**config.mk**
```make
export PLATFORM = sky130hd
export DESIGN_NAME = wide_mag_comp_seq
export DESIGN_NICKNAME = d
export VERILOG_FILES = /design/src/rtl/wide_mag_comp_seq.sv
export SDC_FILE = /design/constraint.sdc
export NUM_CORES = 1
export LEC_CHECK = 0
export BUFFER_PORTS_ARGS = -buffer_cell sky130_fd_sc_hd__buf_4
export CORE_MARGIN = 5
export CORE_UTILIZATION = 45
export DETAILED_ROUTE_END_ITERATION = 8
export PLACE_DENSITY = 0.69
export SLEW_MARGIN = 20
export SYNTH_ARGS = -nofsm -noshare
export SYNTH_HDL_FRONTEND = slang
export SYNTH_SLANG_ARGS = --single-unit
```
**constraint.sdc**
```tcl
create_clock -name clk -period 3.6 [get_ports clk]
set_clock_uncertainty 0.1 [all_clocks]
set_input_delay 0.18 -clock clk [delete_from_list [all_inputs] [get_ports clk]]
set_output_delay 0.18 -clock clk [all_outputs]
set_load 0.01 [all_outputs]
```
**src/rtl/wide_mag_comp_seq.sv**
```systemverilog
// Sequential wide-operand magnitude comparator.
// One 4-bit comparator slice is reused to walk the operands MSB-first, one
// nibble per clock. The walk stops at the first unequal nibble. A full-width
// equal result takes NIB scan cycles.
//
// Handshake: start is a request that is accepted on any rising edge where
// busy=0 (state IDLE or DONE). a/b are sampled on that edge only. Starts
// while busy=1 are dropped, not queued. done is a one-cycle pulse. The flags
// and n_cmp stay valid from done until the next accepted start.
module wide_mag_comp_seq #(
  parameter int WIDTH = 16
) (
  input  logic                         clk,
  input  logic                         rst_n,
  input  logic                         start,
  input  logic [WIDTH-1:0]             a,
  input  logic [WIDTH-1:0]             b,
  output logic                         busy,
  output logic                         done,
  output logic                         a_gt_b,
  output logic                         a_lt_b,
  output logic                         a_eq_b,
  output logic [$clog2(WIDTH/4+1)-1:0] n_cmp,
  output logic [1:0]                   state_dbg
);

  localparam int NIB  = WIDTH / 4;
  localparam int IDXW = (NIB > 1) ? $clog2(NIB) : 1;
  localparam int CW   = $clog2(NIB + 1);

  localparam logic [1:0] IDLE = 2'd0;
  localparam logic [1:0] SCAN = 2'd1;
  localparam logic [1:0] DONE = 2'd2;

  logic [1:0]       state;
  logic [WIDTH-1:0] shadow_a;
  logic [WIDTH-1:0] shadow_b;
  logic [IDXW-1:0]  idx;
  logic [3:0]       nib_a;
  logic [3:0]       nib_b;
  logic             slice_gt;
  logic             slice_lt;
  logic             slice_eq;
  logic             accept;

  // Status outputs decode straight from state, so reset clears them at once.
  always_comb begin
    busy      = (state == SCAN);
    done      = (state == DONE);
    state_dbg = state;
    accept    = start && (state != SCAN);
  end

  // Shared 4-bit comparator slice on the nibble selected by idx.
  always_comb begin
    nib_a    = shadow_a[4*idx +: 4];
    nib_b    = shadow_b[4*idx +: 4];
    slice_gt = (nib_a > nib_b);
    slice_lt = (nib_a < nib_b);
    slice_eq = (nib_a == nib_b);
  end

  // Control FSM, shadow operands, nibble index, result flags and count.
  always_ff @(posedge clk or negedge rst_n) begin
    if (!rst_n) begin
      state    <= IDLE;
      shadow_a <= '0;
      shadow_b <= '0;
      idx      <= '0;
      n_cmp    <= '0;
      a_gt_b   <= 1'b0;
      a_lt_b   <= 1'b0;
      a_eq_b   <= 1'b0;
    end else begin
      case (state)
        SCAN: begin
          n_cmp <= n_cmp + CW'(1);
          if (slice_gt) begin
            a_gt_b <= 1'b1;
            state  <= DONE;
          end else if (slice_lt) begin
            a_lt_b <= 1'b1;
            state  <= DONE;
          end else if (slice_eq && (idx == '0)) begin
            a_eq_b <= 1'b1;
            state  <= DONE;
          end else begin
            idx <= idx - IDXW'(1);
          end
        end
        default: begin
          // IDLE and DONE both accept a new request; DONE falls back to IDLE.
          if (accept) begin
            shadow_a <= a;
            shadow_b <= b;
            idx      <= IDXW'(NIB - 1);
            n_cmp    <= '0;
            a_gt_b   <= 1'b0;
            a_lt_b   <= 1'b0;
            a_eq_b   <= 1'b0;
            state    <= SCAN;
          end else begin
            state <= IDLE;
          end
        end
      endcase
    end
  end

endmodule
```
==> results.cfg, run 1 <==
[logic_synthesis]
syn_area_per_cell_um2 = 14.90
seq_area_frac_synth = 0.5426
synth_area_mm2 = 0.001937
synth-seq-cells = 42
syn-num-nets = 171
synthCells = 130
ys_types = 24
yosysWarnings = 0

[floorplanning]
io_pins = 45
die_height_um = 75.61
core-area_mm2 = 0.004086
dieArea_mm2 = 0.005716
start_util = 0.4740
die_width_um = 75.61
row_count = 23

[sta]
finalSetupViolations = 0
setup-tns-final_ns = 0
grt_setup_unrepaired = no
setup_slack_ns = 0.9621
drv_slew = 0
min_period_ns = 2.638
relSlewSlack = 0.6374
layout_worst_path_cycle_share = 0.7328
hold_viol = 0
tightest_slew_ns = 0.5440
timing.fmax_mhz = 379.1

[drt]
firstDrtPassIters = 4
drt-total-wl_um = 3569
drc_errors = 0
vias = 1177
first_iter_violations = 56
viasPerCell = 5.208
antenna_left = 0
wl_per_cell_um = 15.79

[placement]
gp_congestion = 0.8186
dp_hpwl_um = 2738
dp_slack_ns = 0.9389
place_area_mm2 = 0.002276
io_buffer_count = 44

[grt]
grt_pass1_wl_um = 6023
grt_pass1_vias = 1281
antenna_found_initial = 0
gr-total-overflow = 0
grt_usage = 0.1429
grt_max_degree = 43

[clock_tree]
htreeDepth = 2
insertion_delay_ns = 0.29
clk_pin_slew_ns = 0.07
cts_setup_buffers = 0
cts.repair.resized = 0
holdBufCountCts = 1
cts_buffers = 5
clock-root-buffer = clkbuf_8
cts_sinks = 42
clockBufferDepth = 2
cts_tree = done

[setup_path]
crit_fanout = 11
startpoint_type = flip-flop
required_ns = 3.69
r2r_setup_slack_ns = 0.96
critPathKind = reg2reg
rr_worst_depth = 5
end_kind = flip-flop
cp.arrival_ns = 2.72

[final_layout]
final_cell_area_mm2 = 0.002365
n_antenna_cell = 0
area_growth_pct = 22.09
drive_gt1_frac = 0.5284
fillCellCount = 342
nNetsFinal = 217

[power]
p_leak_uw = 0.001135
pwr_density_cell_mw_per_mm2 = 688.5
peakVddDrop_v = 0.0002956

[flow_run]
maxCapViolations = 0

[hold_path]
hold_depth = 2
worstHoldPathType = in2reg

[outcome]
status = finished clean
-- worst max-delay path, stage by stage, from the launching register on --
cell	delay, ns
dfrtp_1	0.69
mux4_2	0.58
ha_1	0.33
nand4_1	0.16
a2111o_1	0.49
and2_1	0.18
-- layout make-up --
| type | instances | area (um^2) | share of cell area |
|---|---|---|---|
| clock inverters | 2 | 10.01 | 0.004233 |
| clock buffers | 5 | 68.82 | 0.02910 |
| well taps | 50 | 62.56 | 0.02646 |
| inverters | 7 | 26.28 | 0.01111 |
| flip-flops and latches | 42 | 1051 | 0.4444 |
| repair buffers | 45 | 340.3 | 0.1439 |
| multi-input cells | 75 | 805.8 | 0.3407 |
-- final timing paths --
kind,start,to
worst max-delay path,idx[0],state_dbg[1]
worst min-delay path,a[11],shadow_a[11]
worst max register to register,idx[0],state_dbg[1]
worst min register to register,n_cmp[2],n_cmp[2]
max in group asynchronous,rst_n,shadow_b[4]
min in group asynchronous,rst_n,shadow_a[3]
-- registers in the layout, indices dropped and copies added, names as in the netlist --
name       flops
state_dbg      2
shadow_b      16
a_lt_b         1
n_cmp          3
shadow_a      16
a_gt_b         1
a_eq_b         1
idx            2
-- cells by family after synthesis --
kind of cell | Yosys count | synth area share
AO/OA/AOI/OAI | 10 | 0.03553
adder cells (fa/ha/maj) | 6 | 0.03876
multiplexers | 42 | 0.2894
buffers and inverters | 13 | 0.04134
AND/OR/NAND/NOR | 17 | 0.05233
flip-flops | 42 | 0.5426
-- cells in the final DEF (no fill, tap or decap), types with 2 or more instances in the layout --
cell type and n:
nor2_1 2, nand3b_1 2, mux2_2 32, o21ai_0 3, mux2i_1 2, dfrtp_1 42, a32o_1 2, buf_4 44
inv_1 7, clkbuf_8 5, nand2_1 6, clkinv_2 2, a21oi_1 3, mux4_2 8, ha_1 6
-- routing by layer --
| metal | GRT usage | wire length (um) |
|---|---|---|
| met1 | 0.1785 | 1480 |
| met2 | 0.2320 | 1774 |
| met3 | 0.03958 | 256 |
| met4 | 0.06408 | 57 |
| met5 | 0 | 0 |
-- where the power goes --
| part | internal, uW | total (uW) | leakage (uW) | switching, uW |
|---|---|---|---|---|
| Combinational | 360 | 608 | 0.000596 | 248 |
| Clock | 130 | 274 | 0.0000438 | 144 |
| Sequential | 632 | 746 | 0.000495 | 114 |
| Total | 1120 | 1630 | 0.00113 | 506 |
-- Yosys cell counts --
library cell  number  area [um^2]
a2111o_1           1        11.26
a21oi_1            3        15.01
a32o_1             2        20.02
and2_1             1        6.260
and2b_1            1        7.510
buf_2              1        5.000
buf_6              4        45.04
clkbuf_1           1        3.750
dfrtp_1           42         1051
ha_1               6        75.07
inv_1              7        26.28
mux2_2            32        360.4
mux2i_1            2        20.02
mux4_2             8        180.2
nand2_1            6        22.52
nand2_4            1        11.26
nand2b_4           1        13.76
nand3_1            1        5.000
nand3b_1           2        15.01
nand4_1            1        6.260
nor2_1             2        7.510
nor2b_1            1        6.260
o211ai_1           1        7.510
o21ai_0            3        15.01
-- metrics by stage --
step / total power [uW] / hold slack (ns) / utilization / std cells
finish: 1628 / 0.01744 / 0.5787 / 226
global route: 1741 / 0.01022 / 0.5787 / 226
CTS: 1651 / 0.008050 / 0.5787 / 226
detailed placement: 1370 / 0.09499 / 0.5570 / 218
global placement: 1336 / 0.08029 / 0.5570 / 218
floorplan: 1188 / -0.2156 / - / 130
No activity file was read; power rests on OpenSTA's default activity.
==> inputs of run 2 (changes only) <==
clock period = 2.7 ns   (was 3.6 ns; I/O delays follow)
==> run 2 against run 1 <==
Via count increased by 14%; core utilization increased by 8.1 points; total power increased by 38%; worst setup slack got worse by 0.69 ns; non-clock buffer count increased by 34; first-iteration DRC count increased by 7.1%; flip-flop and latch count unchanged; register-to-register slack got worse by 0.69 ns; combinational power increased by 49%; critical path type unchanged; clock-buffer cell count increased by 2; design area increased by 14%; critical path depth increased by 1; largest power group unchanged.
==> results.cfg, run 2 (synthesized netlist as in run 1, its figures left out) <==
[outcome]
status = finished clean

[final_layout]
most-common-layout-cells = buf_4, dfrtp_1, dlygate4sd3_1, mux2_2, mux4_2
nNetsFinal = 251
top_regs = shadow_a (16), shadow_b (16), n_cmp (3)
fillCellCount = 316
area_growth_pct = 39.28
drive_gt1_frac = 0.4429
n_antenna_cell = 0
final_common_cell = buf_4

[clock_tree]
clock-root-buffer = clkbuf_8
cts_tree = done
cts_buffers = 5
clk_pin_slew_ns = 0.07
clockBufferDepth = 2
insertion_delay_ns = 0.28
cts_sinks = 42
cts_setup_buffers = 0
htreeDepth = 2

[placement]
gp_congestion = 0.7957
dp_hpwl_um = 2854
io_buffer_count = 44

[drt]
antenna_left = 0
first_iter_violations = 60
highest_layer = met4
wl_per_cell_um = 15.51
wl_met1_um = 1593
drc_errors = 0
drt-total-wl_um = 4033
viasPerCell = 5.150
firstDrtPassIters = 4
route.met2.wl_um = 2196
wl_met3_um = 196
vias = 1339

[floorplanning]
dieArea_mm2 = 0.005716
die_width_um = 75.61
die_height_um = 75.61
start_util = 0.4740
core-area_mm2 = 0.004086
row_count = 23
io_pins = 45

[setup_path]
required_ns = 2.77
startpoint_type = flip-flop
crit_fanout = 5
critPathKind = reg2reg
end_kind = flip-flop
cp.arrival_ns = 2.50

[power]
p_int_uw = 1547
p_leak_uw = 0.001271
pwr_density_cell_mw_per_mm2 = 832.3
switchingPower_uw = 698.0
switching_share = 0.3109
seqPwrFrac = 0.436
finalPower_uw = 2245
p_comb_frac = 0.403
pwr-share-clk = 0.161
peakVddDrop_v = 0.0004462

[sta]
layout_worst_path_cycle_share = 0.8978
min_period_ns = 2.424
relSlewSlack = 0.6624
tightest_slew_ns = 0.5064
finalSetupViolations = 0
whs_ns = 0.05742
setup-tns-final_ns = 0
hold_viol = 0
grt_setup_unrepaired = no
drv_slew = 0
timing.fmax_mhz = 412.5

[grt]
grt_pass1_wl_um = 6762
antenna_found_initial = 0
grt_usage = 0.1598
grt_max_degree = 43
gr-total-overflow = 0
grt_pass1_vias = 1460

[flow_run]
maxCapViolations = 0

[hold_path]
worstHoldPathType = in2reg
## run 2: timing repair
| item | CTS | global route |
|---|---|---|
| hold buffers | 33 | 0 |
| gates resized for setup | 0 | 0 |
| endpoints found under the hold margin | 74 | 0 |
## run 2: area by class of cell
cell class,instances,area [um^2],area share
timing repair buffer,79,675.6,0.2505
clock buffer,7,76.32,0.02829
tap,50,62.56,0.02319
multi-input combinational,75,805.8,0.2987
sequential,42,1051,0.3896
inverter,7,26.28,0.009740
## run 2: path summary, 6_finish.rpt
path                           from           end  slack, ns  cells past startpoint
setup / recovery             idx[0]  state_dbg[1]       0.28                      6
hold / removal                start      n_cmp[1]       0.06                      3
setup reg to reg             idx[0]  state_dbg[1]       0.28                      6
hold reg to reg            n_cmp[2]      n_cmp[2]       0.39                      1
max in group asynchronous     rst_n   shadow_b[4]       1.89                      2
min in group asynchronous     rst_n   shadow_a[6]       0.26                      2
## run 2: routing by layer
metal	track usage	up-vias
met5	0	-
met3	0.03166	5
met4	0.05825	0
met1	0.1826	668
li1	-	633
met2	0.2943	33
## run 2: power by group through the flow
stage          Combinational, uW  Clock (uW)  Sequential [uW]
2_1_floorplan                632           0              952
3_3_place_gp                 822           0              979
3_5_place_dp                 871           0              990
4_1_cts                      914         379              977
5_1_grt                      994         398             1000
6_report                     906         362              978
## run 2: through the flow
step | worst slack (ns) | area [um^2] | utilization | cells
4_1_cts | 0.2722 | 2698 | 0.6601 | 260
6_report | 0.2758 | 2698 | 0.6601 | 260
3_5_place_dp | 0.2889 | 2291 | 0.5606 | 220
3_3_place_gp | 0.3702 | 2291 | 0.5606 | 220
2_1_floorplan | 0.2866 | 1937 | - | 130
5_1_grt | 0.2055 | 2698 | 0.6601 | 260
## run 2: worst max-delay path, stage by stage (launching register included)
cell,delay (ns)
dfrtp_1,0.36
buf_4,0.17
mux4_2,0.51
ha_1,0.34
nand4_1,0.16
a2111o_1,0.49
and2_1,0.19
==> inputs of run 3 (changes only) <==
CORE_MARGIN = 1   (was 5)
==> run 3 against run 2 <==
Cell count grew 0.38%; wire length fell by 7.2%; sequential share of layout area decreased by 0.22 points; largest cell class unchanged; total power up 0.75%; clock power increased by 11%; first-iteration DRC count shrank 55%; die area decreased by 20%; design area is 0.56% higher; via count is 0.75% lower; global-route usage rose by 3.1 points.
==> results.cfg, run 3 (synthesized netlist as in run 1, its figures left out) <==
[outcome]
status = finished clean

[sta]
relSlewSlack = 0.6560
min_period_ns = 2.410
layout_worst_path_cycle_share = 0.8926
hold_viol = 0
drv_slew = 0
setup-tns-final_ns = 0
grt_setup_unrepaired = no
timing.fmax_mhz = 414.9
tightest_slew_ns = 0.5160
finalSetupViolations = 0

[grt]
grt_pass1_wl_um = 6285
gr-total-overflow = 0
antenna_found_initial = 0
grt_usage = 0.1911
grt_pass1_vias = 1423
grt_max_degree = 43

[floorplanning]
dieArea_mm2 = 0.004570
die_width_um = 67.61
start_util = 0.4773
row_count = 23
io_pins = 45
die_height_um = 67.61
core-area_mm2 = 0.004058

[clock_tree]
clock-root-buffer = clkbuf_8
clk_pin_slew_ns = 0.07
cts_buffers = 5
cts_setup_buffers = 0
htreeDepth = 2
cts_tree = done
cts_sinks = 42
clockBufferDepth = 2
insertion_delay_ns = 0.29
cts.repair.resized = 0

[power]
p_int_uw = 1573
seqPwrFrac = 0.429
pwr-share-clk = 0.178
pwr_density_cell_mw_per_mm2 = 833.9
switchingPower_uw = 689.1
p_leak_uw = 0.001281
switching_share = 0.3047
p_comb_frac = 0.393
peakVddDrop_v = 0.0004733

[final_layout]
fillCellCount = 318
most-common-layout-cells = buf_4, dfrtp_1, dlygate4sd3_1, mux2_2, mux4_2
multi_input_area_um2 = 805.8
drive_gt1_frac = 0.4502
final_common_cell = buf_4
nNetsFinal = 251
seqCellArea_mm2 = 0.001051
area_growth_pct = 40.05
n_antenna_cell = 0
top_regs = shadow_a (16), shadow_b (16), n_cmp (3)
stdcell_count = 261

[placement]
dp_hpwl_um = 2570
io_buffer_count = 44
gp_congestion = 0.7446
placedCellCount = 220

[setup_path]
required_ns = 2.78
startpoint_type = flip-flop
end_kind = flip-flop
critPathKind = reg2reg
crit_fanout = 5
cp.arrival_ns = 2.49

[flow_run]
maxCapViolations = 0

[drt]
viasPerCell = 5.092
vias = 1329
wl_per_cell_um = 14.33
drc_errors = 0
antenna_left = 0
drt-total-wl_um = 3741
first_iter_violations = 27
firstDrtPassIters = 4

[hold_path]
worstHoldPathType = in2reg
## run 3: worst paths after layout
path | from | endpoint | cells after the start | slack, ns
max in group asynchronous | rst_n | shadow_b[15] | 2 | 1.88
hold / removal | start | n_cmp[1] | 3 | 0.05
min in group asynchronous | rst_n | shadow_a[6] | 2 | 0.26
setup / recovery | idx[0] | state_dbg[1] | 6 | 0.29
setup reg to reg | idx[0] | state_dbg[1] | 6 | 0.29
hold reg to reg | n_cmp[2] | n_cmp[2] | 1 | 0.40
## run 3: area by class of cell
type                    instances  area share
inverters                       7    0.009686
multi-input cells              75      0.2970
well taps                      50     0.02306
flip-flops and latches         42      0.3875
repair buffers                 79      0.2491
clock inverters                 1    0.001845
clock buffers                   7     0.03183
## run 3: through the flow
stage	cell area [um^2]	setup slack (ns)	hold WS, ns	util	total power [uW]
final	2713	0.2899	0.05354	0.6685	2262
after global routing	2713	0.1327	0.08732	0.6685	2434
after CTS	2713	0.2775	0.04451	0.6685	2289
after detailed placement	2291	0.2957	0.05008	0.5646	1842
after global placement	2291	0.3681	0.03393	0.5646	1796
after floorplan	1937	0.2866	-0.2606	-	1584
## run 3: repair_timing
item | 4_1_cts | 5_1_grt
hold endpoints to repair | 74 | 0
hold buffers | 33 | 0
setup endpoints to repair | 0 | 0
## run 3: power groups by stage
| stage | clock network (uW) | logic, uW | registers [uW] |
|---|---|---|---|
| 4_1_cts | 418 | 902 | 969 |
| 2_1_floorplan | 0 | 632 | 952 |
| 3_5_place_dp | 0 | 861 | 981 |
| 6_report | 403 | 889 | 970 |
| 5_1_grt | 449 | 989 | 996 |
| 3_3_place_gp | 0 | 819 | 977 |
## run 3: metal layers
layer | track usage | share of wire
met3 | 0.05574 | 0.041
met1 | 0.2242 | 0.41
met2 | 0.3243 | 0.53
met5 | 0 | 0
met4 | 0.07979 | 0.019
## run 3: critical path: stages, from the launching register on
cell and delay (ns):
dfrtp_1 0.35, buf_4 0.16, mux4_2 0.51, ha_1 0.33, nand4_1 0.16, a2111o_1 0.49, and2_1 0.19
